[config.mk]
export PLATFORM = sky130hd
export DESIGN_NAME = dlx_pipe_ctrl
export DESIGN_NICKNAME = d
export VERILOG_FILES = /design/src/rtl/dlx_pipe_ctrl.sv
export SDC_FILE = /design/constraint.sdc
export NUM_CORES = 1
export LEC_CHECK = 0
export ABC_CLOCK_PERIOD_IN_PS = 4860
export BUFFER_PORTS_ARGS = -buffer_cell sky130_fd_sc_hd__buf_2
export CORE_MARGIN = 2
export CORE_UTILIZATION = 51
export DETAILED_ROUTE_END_ITERATION = 6
export HOLD_SLACK_MARGIN = 0.06
export PLACE_DENSITY_LB_ADDON = 0.12
export SYNTH_ARGS = -nofsm -noshare
export SYNTH_HDL_FRONTEND = slang
export SYNTH_SLANG_ARGS = --single-unit
[constraint.sdc]
create_clock -name clk -period 4.86 [get_ports clk]
set_input_delay 0.486 -clock clk [delete_from_list [all_inputs] [get_ports clk]]
set_output_delay 0.486 -clock clk [all_outputs]
set_load 0.1 [all_outputs]
[src/rtl/dlx_pipe_ctrl.sv]
// Pipelined DLX decode/control: ID decode, ID/EX-EX/MEM-MEM/WB control words, load-use stall, redirect flush.
// Optional macro ILLEGAL_TRAP_EN makes `illegal` sticky and freezes fetch until reset.
module dlx_pipe_ctrl #(
  parameter int OPW          = 6,
  parameter int FUNCTW       = 6,
  parameter int REGW         = 5,
  parameter int ALUOPW       = 6,
  parameter int FLUSH_CYCLES = 1
) (
  input  logic              clk,
  input  logic              reset,
  input  logic [OPW-1:0]    opcode,
  input  logic [FUNCTW-1:0] funct,
  input  logic [REGW-1:0]   rs1,
  input  logic [REGW-1:0]   rs2,
  input  logic [REGW-1:0]   rd_r,
  input  logic [REGW-1:0]   rd_i,
  input  logic              branch_taken,
  input  logic              jump_taken,
  input  logic              jr_taken,
  output logic              id_branch,
  output logic              id_jump,
  output logic              id_jr,
  output logic [ALUOPW-1:0] ex_alu_op,
  output logic              ex_alu_src,
  output logic              mem_read,
  output logic              mem_write,
  output logic              wb_reg_write,
  output logic              wb_mem_to_reg,
  output logic [REGW-1:0]   wb_dest,
  output logic              stall,
  output logic              if_flush,
  output logic              id_flush,
  output logic              ex_flush,
  output logic              illegal
);

  localparam logic [ALUOPW-1:0] OP_ADD    = ALUOPW'(32'h20);
  localparam logic [ALUOPW-1:0] OP_JUMP   = ALUOPW'(32'h11);
  localparam logic [ALUOPW-1:0] OP_BRANCH = ALUOPW'(32'h22);
  localparam logic [2:0]        FLUSH_LOAD = 3'(FLUSH_CYCLES);

  typedef struct packed {
    logic [ALUOPW-1:0] alu_op;
    logic              alu_src;
    logic              mem_read;
    logic              mem_write;
    logic              reg_write;
    logic              mem_to_reg;
    logic [REGW-1:0]   dest;
  } ex_word_t;

  logic [31:0]       op_u;
  logic [ALUOPW-1:0] funct_op;
  logic [ALUOPW-1:0] dec_alu_op;
  logic              dec_alu_src, dec_mem_read, dec_mem_write, dec_reg_write, dec_mem_to_reg;
  logic              dec_reg_dst, dec_branch, dec_jump, dec_jr;
  logic              dec_use_rs1, dec_use_rs2, dec_legal, dec_wr_en;
  logic [REGW-1:0]   dec_dest;
  logic              redirect, flushing, hazard, id_kill, bubble;

  ex_word_t          ex_d, ex_q;
  logic              mem_read_q, mem_write_q, mem_reg_write_q, mem_mem_to_reg_q;
  logic [REGW-1:0]   mem_dest_q;
  logic              wb_reg_write_q, wb_mem_to_reg_q;
  logic [REGW-1:0]   wb_dest_q;
  logic [2:0]        flush_cnt_d, flush_cnt_q;

  assign op_u = 32'(opcode);

  if (ALUOPW <= FUNCTW) begin : g_funct_trunc
    assign funct_op = funct[ALUOPW-1:0];
  end else begin : g_funct_ext
    assign funct_op = {{(ALUOPW-FUNCTW){1'b0}}, funct};
  end

  always_comb begin
    dec_alu_op     = '0;
    dec_alu_src    = 1'b0;
    dec_mem_read   = 1'b0;
    dec_mem_write  = 1'b0;
    dec_reg_write  = 1'b0;
    dec_mem_to_reg = 1'b0;
    dec_reg_dst    = 1'b0;
    dec_branch     = 1'b0;
    dec_jump       = 1'b0;
    dec_jr         = 1'b0;
    dec_use_rs1    = 1'b0;
    dec_use_rs2    = 1'b0;
    dec_legal      = 1'b1;
    if (op_u <= 32'd1) begin
      dec_alu_op    = funct_op;
      dec_reg_dst   = 1'b1;
      dec_reg_write = 1'b1;
      dec_use_rs1   = 1'b1;
      dec_use_rs2   = 1'b1;
    end else if (op_u inside {[32'd8:32'd14], [32'd20:32'd29]}) begin
      // Immediate forms reuse the R-type funct code of their register twin.
      if (op_u <= 32'd14)      dec_alu_op = ALUOPW'(op_u + 32'd24);
      else if (op_u <= 32'd23) dec_alu_op = ALUOPW'(op_u - 32'd16);
      else                     dec_alu_op = ALUOPW'(op_u + 32'd16);
      dec_alu_src   = 1'b1;
      dec_reg_write = 1'b1;
      dec_use_rs1   = 1'b1;
    end else if (op_u == 32'h23) begin
      dec_alu_op    = OP_ADD;
      dec_alu_src   = 1'b1;
      dec_mem_read  = 1'b1;
      dec_reg_write = 1'b1;
      dec_use_rs1   = 1'b1;
    end else if (op_u == 32'h2b) begin
      dec_alu_op    = OP_ADD;
      dec_alu_src   = 1'b1;
      dec_mem_write = 1'b1;
      dec_use_rs1   = 1'b1;
      dec_use_rs2   = 1'b1;
    end else if (op_u == 32'h02) begin
      dec_alu_op    = OP_JUMP;
      dec_jump      = 1'b1;
    end else if (op_u == 32'h12) begin
      dec_alu_op    = OP_JUMP;
      dec_jr        = 1'b1;
      dec_use_rs1   = 1'b1;
    end else if (op_u == 32'h04 || op_u == 32'h05) begin
      dec_alu_op    = OP_BRANCH;
      dec_branch    = 1'b1;
      dec_use_rs1   = 1'b1;
      dec_use_rs2   = (op_u == 32'h04);
    end else begin
      dec_legal     = 1'b0;
    end
  end

  assign dec_dest  = dec_legal ? (dec_reg_dst ? rd_r : rd_i) : '0;
  assign dec_wr_en = dec_reg_write && (dec_dest != '0);

  assign redirect = branch_taken | jump_taken | jr_taken;
  assign flushing = redirect | (flush_cnt_q != 3'd0);
  assign hazard   = ex_q.mem_read && (ex_q.dest != '0) &&
                    ((dec_use_rs1 && (ex_q.dest == rs1)) || (dec_use_rs2 && (ex_q.dest == rs2)));

`ifdef ILLEGAL_TRAP_EN
  logic           trap_q;
  logic [OPW-1:0] trap_opcode_q;

  always_ff @(posedge clk) begin
    if (reset) begin
      trap_q <= 1'b0;
    end else if (!trap_q && !dec_legal && !flushing) begin
      trap_q <= 1'b1;
    end
    if (!trap_q && !dec_legal && !flushing) begin
      trap_opcode_q <= opcode;
    end
  end

  assign id_kill = trap_q;
  assign stall   = trap_q | (hazard & ~flushing);
  assign illegal = trap_q | (~dec_legal & ~flushing);
`else
  assign id_kill = 1'b0;
  assign stall   = hazard & ~flushing;
  assign illegal = ~dec_legal;
`endif

  assign bubble    = stall | flushing | id_kill;
  assign id_branch = dec_branch & ~id_kill;
  assign id_jump   = dec_jump & ~id_kill;
  assign id_jr     = dec_jr & ~id_kill;
  assign if_flush  = flushing;
  assign id_flush  = redirect;
  assign ex_flush  = redirect;

  always_comb begin
    ex_d = '0;
    if (!bubble) begin
      ex_d.alu_op     = dec_alu_op;
      ex_d.alu_src    = dec_alu_src;
      ex_d.mem_read   = dec_mem_read;
      ex_d.mem_write  = dec_mem_write;
      ex_d.reg_write  = dec_wr_en;
      ex_d.mem_to_reg = dec_mem_to_reg;
      ex_d.dest       = dec_dest;
    end
  end

  always_comb begin
    flush_cnt_d = flush_cnt_q;
    if (redirect)                  flush_cnt_d = FLUSH_LOAD;
    else if (flush_cnt_q != 3'd0)  flush_cnt_d = flush_cnt_q - 3'd1;
  end

  // ID/EX -> EX/MEM -> MEM/WB, one stage per clock
  always_ff @(posedge clk) begin
    if (reset) begin
      ex_q             <= '0;
      mem_read_q       <= 1'b0;
      mem_write_q      <= 1'b0;
      mem_reg_write_q  <= 1'b0;
      mem_mem_to_reg_q <= 1'b0;
      mem_dest_q       <= '0;
      wb_reg_write_q   <= 1'b0;
      wb_mem_to_reg_q  <= 1'b0;
      wb_dest_q        <= '0;
      flush_cnt_q      <= 3'd0;
    end else begin
      ex_q             <= ex_d;
      mem_read_q       <= ex_q.mem_read;
      mem_write_q      <= ex_q.mem_write;
      mem_reg_write_q  <= ex_q.reg_write;
      mem_mem_to_reg_q <= ex_q.mem_to_reg;
      mem_dest_q       <= ex_q.dest;
      wb_reg_write_q   <= mem_reg_write_q;
      wb_mem_to_reg_q  <= mem_mem_to_reg_q;
      wb_dest_q        <= mem_dest_q;
      flush_cnt_q      <= flush_cnt_d;
    end
  end

  assign ex_alu_op     = ex_q.alu_op;
  assign ex_alu_src    = ex_q.alu_src;
  assign mem_read      = mem_read_q;
  assign mem_write     = mem_write_q;
  assign wb_reg_write  = wb_reg_write_q;
  assign wb_mem_to_reg = wb_mem_to_reg_q;
  assign wb_dest       = wb_dest_q;

endmodule

-- Word level (Yosys, flattened, before mapping)
Cells that the tools add are included.
- word-level logic and storage cells: 117
- flip-flop bits (word level): 35
- input port bits: 37
- muxes and demuxes: 56
- $lt $le $gt $ge: 6
- equal/unequal tests: 8
- $add $sub $neg: 4
- bitwise operators: 7
- reduce and logical (&&, ||, !) cells: 19
- operator list (kind ; count):
    6-bit 2-to-1 mux ; 9
    1-bit 2-to-1 mux ; 45
    6-bit by 5-bit adder with 6-bit output, second input constant ; 2
    6-bit by 3-bit == test with 1-bit output, second input constant ; 2
    6-bit == test, second input constant ; 2
    6-bit by 5-bit <= comparator with 1-bit output, second input constant ; 2
    5-bit == test ; 2
    5-bit 2-to-1 mux ; 2
    5-bit nonzero test ; 2
    1-bit logical AND ; 7
    6-bit by 2-bit == test with 1-bit output, second input constant ; 1
    6-bit by 5-bit == test with 1-bit output, second input constant ; 1
    6-bit by 4-bit greater-or-equal comparator with 1-bit output, second input constant ; 1
    6-bit by 5-bit greater-or-equal comparator with 1-bit output, second input constant ; 1
    6-bit by 1-bit <= comparator with 1-bit output, second input constant ; 1
    6-bit by 4-bit <= comparator with 1-bit output, second input constant ; 1
    6-bit by 5-bit subtractor with 6-bit output, second input constant ; 1
    5-bit OR reduction ; 1
    1-bit bitwise OR ; 4
    2-bit nonzero test ; 2
    2-bit OR reduction ; 2
    4-bit OR reduction ; 1
    3-bit nonzero test ; 1
    3-bit OR reduction ; 1
    4 further kinds ; 6

-- Logic depth before layout (Yosys ltp)
Gate-level depths: netlist (run 1).
- depth in word-level cells: 15
- gate-level depth with buffers: 9

-- Worst setup path before layout (run 1)
Ideal clock, no wire load.
- path type: input -> output
- start: input port opcode[4]
- end: output port id_jump
- buffers on the path: 1
- cell stages on the path: 3
- path slack: 0.189 ns
- required time: 4.374 ns
- arrival: 4.185 ns
- cell sequence: clkbuf_1 > or3_1 > nor4b_1
- cells in the longest elaborated chain, start to end: 6
- RTL lines (element ; line ; source):
    start: declaration ; 12 ; input logic [OPW-1:0] opcode,
    parallel branches: the longest is 5 deep, another holds 6-bit by 4-bit greater-or-equal comparator with 1-bit output ; -- ;
    1-bit 2-to-1 mux * ; 91 ; if (op_u <= 32'd1) begin
    end: declaration ; 22 ; output logic id_jump,
Every way passes the cells marked *.

-- Worst setup path in the final report (run 1)
- start: input port opcode[4]
- end: output port stall
- cells in the longest elaborated chain, start to end: 13
- RTL lines (element ; line ; source):
    6-bit by 3-bit == test with 1-bit output, on equally long branches ; 124, 128 ;
    1-bit logical OR ; 124 ; end else if (op_u == 32'h04 || op_u == 32'h05) begin
    1-bit 2-to-1 mux ; 124 ;
    1-bit 2-to-1 mux ; 120 ; end else if (op_u == 32'h12) begin
    1-bit 2-to-1 mux ; 117 ; end else if (op_u == 32'h02) begin
    1-bit 2-to-1 mux ; 111 ; end else if (op_u == 32'h2b) begin
    1-bit 2-to-1 mux ; 105 ; end else if (op_u == 32'h23) begin
    1-bit 2-to-1 mux ; 97 ; end else if (op_u inside {[32'd8:32'd14], [32'd20:32'd29]}) begin
    1-bit 2-to-1 mux ; 91 ;
    1-bit logical AND ; 140 ; ((dec_use_rs1 && (ex_q.dest == rs1)) || (dec_use_rs2 && (ex_q.dest == rs2)));
    1-bit logical OR * ; 140 ;
    1-bit logical AND * ; 139 ; assign hazard = ex_q.mem_read && (ex_q.dest != '0) &&
    1-bit AND * ; 162 ; assign stall = hazard & ~flushing;
    end: declaration ; 31 ; output logic stall,
Every way passes the cells marked *; elsewhere a longest branch is shown, timed or not.

==> results of run 1 <==
## registers in the layout (all words and copies together), names as in the netlist
name	count
ex_alu_op	6
ex_alu_src	1
ex_q	8
flush_cnt_q	3
mem_dest_q	5
mem_read	1
mem_reg_write_q	1
mem_write	1
wb_dest	5
wb_reg_write	1
## worst paths after layout
path	start	slack [ps]	cells past startpoint	to
hold / removal	funct[0]	410	3	ex_alu_op[0]
hold reg to reg	mem_dest_q[4]	440	1	wb_dest[4]
setup / recovery	opcode[4]	1750	9	stall
setup reg to reg	ex_q[0]	2680	5	ex_q[7]
## kinds of logic after synthesis
group	share of synthesized area [%]
mux	4.647
other cells	0.2487
fa+ha+maj	3.320
compound gates	9.792
flops	42.49
simple gates	25.06
buf+inv	8.049
xor+xnor	6.391
## final cells by class
cell class | count | area (um^2) | share of cell area, %
Clock buffer | 6 | 51.30 | 2.839
Clock inverter | 2 | 10.01 | 0.5540
Inverter | 5 | 18.77 | 1.039
Multi-Input combinational cell | 112 | 752.0 | 41.62
Sequential cell | 32 | 640.6 | 35.46
Tap cell | 31 | 38.79 | 2.147
Timing Repair Buffer | 59 | 295.3 | 16.34
## cells in the mapped netlist (all sizes together), types with 4 or more instances
cell type  instances
a21oi             11
buf               12
clkbuf             4
dfxtp             32
ha                 4
inv                5
mux2i              7
nor2              12
nor2b             15
nor3              11
nor4               4
or3                4
or4                4
xnor2              9
## routing by layer
metal	global-route usage, %	vias to the layer above
met2	31.78	59
met4	7.641	0
met5	0	-
met1	23.75	590
met3	5.934	4
li1	-	668
## power by group
part | switching [mW] | total (mW) | internal, mW | leakage, nW
Combinational | 0.0537 | 0.0813 | 0.0276 | 0.490
Clock | 0.0850 | 0.154 | 0.0688 | 0.0380
Sequential | 0.000664 | 0.264 | 0.264 | 0.258
Total | 0.139 | 0.499 | 0.360 | 0.786
## stage by stage
step | cell area [um^2] | worst slack [ps] | hold WS (ps) | utilization, % | std cells
5_1_grt | 1807 | 1558 | 396.1 | 64.96 | 247
4_1_cts | 1807 | 1766 | 395.3 | 64.96 | 247
3_3_place_gp | 1745 | 1892 | 414.9 | 62.75 | 239
3_5_place_dp | 1745 | 1773 | 420.4 | 62.75 | 239
2_1_floorplan | 1508 | 189.5 | 413.8 | - | 165
6_report | 1807 | 1754 | 410.9 | 64.96 | 247
## worst reg2reg max path: cells and delay by family, from the launching register on
family / cells / cell delay, ps
and+or+nand+nor: 3 / 970
AOI/OAI and AO/OA: 2 / 760
DFF: 1 / 350
==> results.toml, run 1 <==
[clock_network]
ctsHoldBuffers = 0
cts_made_buffers = 5
cts_resized = 0
cts_buffer_depth = 2
htree_levels = 2
clock_sinks = 32
clkTransAtPathRegs_ps = 100
cts_tree = "yes"
cts_setup_buffers = 0
root_buffer = "clkbuf_4"
clock_latency_ps = 320

[timing]
min_period_over_period_pct = 63.91
fmax_mhz = 322.0
finalClockSkew_ps = 10.15
hold_viol_final = 0
grt_setup_unrepaired = "no"
slew-limit-headroom_pct = 15.56
tns_ps = 0
tightest_slew_ps = 1256
slew_violations = 0
setup_viol = 0
min_period_ps = 3106

[synthesis]
syn_area_per_cell_um2 = 9.138
yosys.area.top_type_share_pct = 42.49
synth_edf_count = 0
synth_fp_nets = 206
yosysTopAreaCell = "dfxtp_1"
async_flop_share_pct = 0
synthTopCellsByArea = "dfxtp_1 (42%), nor2b_1 (6.2%), xnor2_1 (5.2%)"
synth_ff_type = "dfxtp_1"
synth_cells = 165
ys_types = 40
netlist_area_um2 = 1508
synth-seq-area-share_pct = 42.49
synth_warnings = 0
synth_seq_cells = 32

[route]
first_iter_violations = 65
dr.max_layer_used = "met4"
ant_nets = 0
vias_per_cell = 5.348
wl_met3_um = 254
dr.pass1.iters = 4
route.detailed.drc = 0
met2_length_um = 1562
via_count = 1321
routedWlPerCell_um = 12.76
drt-total-wl_um = 3151
m1WireLength_um = 1306

[cells_and_area]
nets = 256
area_growth_syn_to_layout_pct = 19.83
n_fill_cell = 220
n_antenna_cell = 0
final_cell_mix = "buf_2 (59), dfxtp_1 (32), nor2b_1 (15)"
layout.cells.most_common = "buf_2"
final_layout_size_suffix_gt1_share_pct = 31.48

[critical_path]
critPathMaxStageDelay_ps = 730
worstPathArrival_ps = 2620
crit_chain = "buf_2 -> inv_1 -> ha_1 -> nand2b_1 -> a211oi_1 -> a211o_1 -> a21oi_1 -> nor2_1 -> buf_2"
crit_path_start_kind = "primary input"
path_common_cell = "buf_2"
cp_slowest_cell = "a211oi_1"
crit_required_ps = 4370
crit_type = "in2out"
crit_family = "compound AO/OA/AOI/OAI gates"
crit_fanout = 11
crit_buf_inv = 3
cp-end-kind = "primary output"

[power_and_ir_drop]
p_per_area_nw_per_um2 = 276.4
power_uw = 499.5
p_leak_nw = 0.7860
vdd_drop_max_mv = 0.2034

[placed_design]
place_congestion = 0.8465
dp_hpwl_um = 2491
port_buffers = 59

[grt]
antenna_found_initial = 0
gr-total-overflow = 0
grt_max_degree = 19
track_usage_pct = 19.38
grt_pass1_wl_um = 4905
grt_pass1_vias = 1148

[floorplan]
core_um2 = 2781
initial_utilization_pct = 54.21
die_area_um2 = 3407
die_w_um = 58.37
dieHeight_um = 58.37
io_pins = 61
rows = 19

[status]
outcome = "finished clean"

[min_path]
min_path_type = "in2reg"

[run]
cap_violations = 0
Note: power is estimated with default switching activity, not from simulation.
==> run 2, diff against run 1 <==
- ABC_AREA: default -> 1
- ABC_CLOCK_PERIOD_IN_PS: 4860 -> 3200
- CORE_UTILIZATION: 51 -> 49
- clock period: 4.86 -> 3.2 ns (I/O delays scaled with it)
==> run 2 against run 1 <==
  * Synthesized cell count grew 44%
  * Clock power is 100% higher
  * Highest routed layer unchanged
  * Flip-flop and latch count unchanged
  * Area after synthesis increased by 11%
  * Non-clock buffer count unchanged
  * Critical path depth unchanged
  * Combinational power grew 81%
  * Core utilization down 3.9 points
  * Routed wire length is 6.0% higher
==> results.toml, run 2 <==
[status]
outcome = "finished clean"

[clock_network]
cts_buffer_depth = 2
root_buffer = "clkbuf_4"
clock_sinks = 32
ctsHoldBuffers = 0
cts_resized = 0
clkTransAtPathRegs_ps = 90
cts_made_buffers = 5
htree_levels = 2
cts_tree = "yes"
cts_setup_buffers = 0
clock_latency_ps = 340

[timing]
min_period_over_period_pct = 70.74
tns_ps = 0
slew_violations = 0
hold_viol_final = 0
fmax_mhz = 441.7
min_period_ps = 2264
finalClockSkew_ps = 10.79
grt_setup_unrepaired = "no"
worst_slack_ps = 936.2
setup_viol = 0

[synthesis]
synth_cells = 238
synth_xor_xnor_area_share_pct = 5.236
synth-seq-area-share_pct = 38.29
synth_seq_cells = 32
synth_fp_nets = 279
yosys.area_share.simple_pct = 32.98
synth_warnings = 0
synth.most_common_cell = "nand2_1"
synth_ff_type = "dfxtp_1"
synthTopCellsByArea = "dfxtp_1 (38%), nand2_1 (10%), inv_1 (8.3%)"
syn_area_per_cell_um2 = 7.029
synth_edf_count = 0
synth_top_family_by_area = "simple AND/OR/NAND/NOR gates"
synth_compound_area_share_pct = 5.684
netlist_area_um2 = 1673
synth_common_cells = "nand2_1 (45), inv_1 (37), dfxtp_1 (32), nor2_1 (32), nand3_1 (14)"
muxShareOfSynthArea_pct = 0.5984
yosysTopAreaCell = "dfxtp_1"
yosys.area.top_type_share_pct = 38.29
ys_types = 29
synthAdderAreaFrac_pct = 2.992
async_flop_share_pct = 0

[power_and_ir_drop]
p_sw_uw = 248.0
switching_share_pct = 28.92
p_per_area_nw_per_um2 = 424.1
pwr-share-comb_pct = 17.2
vdd_drop_max_mv = 0.2480
p_leak_nw = 1.039
pwr-share-clk_pct = 35.9
cellInternalPower_uw = 609.5
p_seq_share_pct = 46.9

[placed_design]
dp_hpwl_um = 2682
port_buffers = 59
pre_cts_slack_ps = 910.9
place_congestion = 0.8284

[critical_path]
worstPathArrival_ps = 1940
crit_fanout = 12
crit_cells = 9
cp-end-kind = "primary output"
cp_slowest_cell = "buf_2"
crit_type = "in2out"
crit_buf_inv = 2
crit_required_ps = 2880
critPathMaxStageDelay_ps = 430
r2r.worst_path.cells = 8
crit_chain = "buf_2 -> nor2_2 -> nand3_1 -> nand3_1 -> nand4_1 -> nand2_1 -> nand2_2 -> nor2_1 -> buf_2"
crit_family = "simple AND/OR/NAND/NOR gates"
crit_path_start_kind = "primary input"

[cells_and_area]
area_growth_syn_to_layout_pct = 20.87
final_cell_mix = "buf_2 (59), nand2_1 (45), inv_1 (37)"
largest_register_ffs = 8
layout.cells.most_common = "buf_2"
regMostFlops = "ex_q"
fin_util_pct = 61.07
nets = 333
n_antenna_cell = 0
final_layout_size_suffix_gt1_share_pct = 31.74

[min_path]
min_path_type = "in2reg"
hold_depth = 3

[route]
ant_nets = 0
route.detailed.drc = 0
via_count = 1535
drt-total-wl_um = 3341
first_iter_violations = 56
routedWlPerCell_um = 9.855
dr.pass1.iters = 7
vias_per_cell = 4.528

[floorplan]
dieHeight_um = 62.43
initial_utilization_pct = 50.53
rows = 21
die_w_um = 62.43
io_pins = 61
core_um2 = 3311
die_area_um2 = 3898

[grt]
grt_pass1_wl_um = 5761
grt_pass1_vias = 1409
antenna_found_initial = 0
grt_max_degree = 18
gr-total-overflow = 0
track_usage_pct = 18.74

[run]
cap_violations = 0
[run 2: cell types whose count changed in the layout (fill, tap and decap cells not counted), sizes merged, moves of 5 or more]
cell	previous run	this run
nand2	3	51
inv	5	40
nor2	12	45
nor2b	15	0
nand3	1	15
nor3	11	3
mux2i	7	1
o21ai	2	7
[run 2: cell families after synthesis]
family | count (synthesis)
buffers and inverters | 52
AND/OR/NAND/NOR | 121
AO/OA/AOI/OAI | 17
multiplexers | 1
other | 1
flip-flops | 32
XOR/XNOR | 10
adder cells (fa/ha/maj) | 4
[run 2: power by group through the flow]
stage / Clock (mW) / Sequential (mW) / Combinational [mW]
floorplan: 0 / 0.413 / 0.104
global placement: 0 / 0.411 / 0.148
detailed placement: 0 / 0.411 / 0.148
CTS: 0.315 / 0.402 / 0.148
global route: 0.336 / 0.403 / 0.163
finish: 0.308 / 0.402 / 0.147
[run 2: per-layer routing]
layer	global-route usage, %	vias to the layer above	part of all wire, %
met3	5.766	8	7.6
li1	-	826	-
met2	29.57	59	47
met1	22.78	642	44
met4	10.28	0	1.8
met5	0	-	0
[run 2: final cells by class]
cell class,instances,area (um^2)
well taps,46,57.56
flip-flops and latches,32,640.6
repair buffers,59,295.3
clock buffers,5,37.54
clock inverters,3,42.54
inverters,40,150.1
multi-input cells,154,798.3
fillers,334,1289
[run 2: metrics by stage]
step	hold WS, ps	cell area (um^2)	total power, mW	instances
floorplan	388.3	1673	0.5170	238
global placement	389.0	1942	0.5587	331
global route	257.9	2022	0.9012	339
detailed placement	392.0	1942	0.5588	331
finish	250.2	2022	0.8575	339
CTS	238.2	2022	0.8658	339
[run 2: final timing paths]
path | from | endpoint | slack (ps)
worst max-delay path | opcode[3] | stall | 940
worst min register to register | mem_reg_write_q | wb_reg_write | 400
worst max register to register | ex_q[0] | ex_alu_op[5] | 1620
worst min-delay path | funct[0] | ex_alu_op[0] | 250
[run 2: worst register-to-register path, delay by kind of cell (launching register included)]
family	cells	cell delay [ps]
AO/OA/AOI/OAI	1	190
XOR/XNOR	1	160
flip-flops	1	340
AND/OR/NAND/NOR	6	770
==> run 3, diff against run 2 <==
- ABC_CLOCK_PERIOD_IN_PS: 3200 -> 1950
- CORE_UTILIZATION: 49 -> 44
- clock period: 3.2 -> 1.95 ns (I/O delays scaled with it)
==> run 3 against run 2 <==
  * Worst hold slack worse by 88 ps
  * Final area up 4.8%
  * Clock-buffer cell count unchanged
  * Flip-flop and latch count unchanged
  * Register-to-register slack worse by 1200 ps
  * Sequential power rose by 64%
  * Via count fell by 3.6%
  * Routed wire length shrank 4.3%
  * Sequential share of layout area decreased by 1.5 points
  * Clock power grew 100%
  * Power up 79%
==> results.toml, run 3 (synthesized netlist as in run 2, its figures left out) <==
[status]
outcome = "finished clean"

[grt]
gr-total-overflow = 0
grt_max_degree = 18
grt_pass1_wl_um = 5319
antenna_found_initial = 0
grt_pass1_vias = 1290
track_usage_pct = 16.32

[critical_path]
r2r.worst_path.cells = 8
r2r-start = "ex_q[0]"
crit_path_start = "ex_q[0]"
critPathMaxStageDelay_ps = 330
rrSetupSlack_ps = 440
cp_slowest_cell = "dfxtp_1"
cp-end-kind = "primary output"
crit_fanout = 3
crit_type = "reg2out"
crit_required_ps = 1750
crit_chain = "xor2_1 -> nor2_1 -> nand3_1 -> o21bai_2 -> nand2_1 -> nand2_2 -> nor2_2 -> buf_12"
worstPathArrival_ps = 1600
crit_path_start_kind = "register"

[route]
drt-total-wl_um = 3196
routedWlPerCell_um = 9.345
via_count = 1479
dr.pass1.iters = 4
ant_nets = 0
vias_per_cell = 4.325
route.detailed.drc = 0
first_iter_violations = 48

[clock_network]
cts_setup_buffers = 0
htree_levels = 2
cts_made_buffers = 5
clock_latency_ps = 280
cts_tree = "yes"
clock_sinks = 32
cts_buffer_depth = 2
cts_resized = 0
root_buffer = "clkbuf_8"
ctsHoldBuffers = 0
clkTransAtPathRegs_ps = 70

[floorplan]
io_pins = 61
dieHeight_um = 65.66
core_um2 = 3661
die_w_um = 65.66
rows = 22
die_area_um2 = 4311
initial_utilization_pct = 45.69

[power_and_ir_drop]
vdd_drop_max_mv = 0.3921
p_per_area_nw_per_um2 = 723.4
p_leak_nw = 1.066

[cells_and_area]
instances_no_fill = 342
layout.cells.most_common = "buf_2"
area_growth_syn_to_layout_pct = 26.70
final_cell_area_um2 = 2120
largest_register_ffs = 8
final_layout_size_suffix_gt1_share_pct = 34.01
n_antenna_cell = 0
nets = 334
regMostFlops = "ex_q"
final_cell_mix = "buf_2 (57), nand2_1 (44), inv_1 (35)"

[timing]
finalClockSkew_ps = 3.342
hold_viol_final = 0
min_period_over_period_pct = 92.28
worst_slack_ps = 150.5
setup_viol = 0
whs_ps = 161.8
fmax_mhz = 555.7
slew_violations = 0
tns_ps = 0
grt_setup_unrepaired = "no"
min_period_ps = 1799

[placed_design]
pre_cts_slack_ps = 78.03
port_buffers = 59
place_congestion = 0.8572
dp.cells = 334
dp_hpwl_um = 2544
placed_area_um2 = 1992

[min_path]
hold_depth = 3
min_path_type = "in2reg"
hp-start = "funct[4]"

[run]
cap_violations = 0
-- run 3: cell types whose count changed in the layout (fill, tap and decap cells not counted), moves of 2 or more --
cell / before / now
buf_12: 0 / 2
clkbuf_8: 0 / 5
buf_2: 59 / 57
clkbuf_4: 5 / 0
inv_1: 37 / 35
-- run 3: path summary, 6_finish.rpt --
path	end
worst max-delay path	stall
worst min-delay path	ex_alu_op[4]
worst max register to register	ex_alu_op[5]
worst min register to register	wb_reg_write
-- run 3: final cells by class --
class / instances / area [um^2]
sequential: 32 / 640.6
clock inverter: 3 / 42.54
tap: 48 / 60.06
inverter: 40 / 153.9
timing repair buffer: 60 / 332.8
clock buffer: 5 / 68.82
multi-input combinational: 154 / 820.8
fill: 386 / 1541
-- run 3: critical path, delay by kind of cell, from the launching register on --
kind	cells	cell delay, ps
xor gates and xnor gates	1	160
AOI/OAI and AO/OA	1	180
DFF	1	330
and+or+nand+nor	5	460
buffers and inverters	1	190
-- run 3: per-layer routing --
metal	share of wire (%)	track usage, %	vias up
met1	45	19.09	605
met5	0	0	-
met4	2.4	8.594	0
li1	-	-	822
met3	6.4	4.795	6
met2	46	26.77	46
-- run 3: through the flow --
stage	power (mW)	utilization, %
finish	1.533	57.89
CTS	1.552	57.45
global placement	0.9244	54.41
floorplan	0.8494	-
global route	1.610	57.89
detailed placement	0.9249	54.41
-- run 3: power by group --
group | internal [mW] | total, mW | switching [mW]
registers | 0.658 | 0.660 | 0.00199
clock network | 0.377 | 0.619 | 0.241
logic | 0.0859 | 0.255 | 0.169
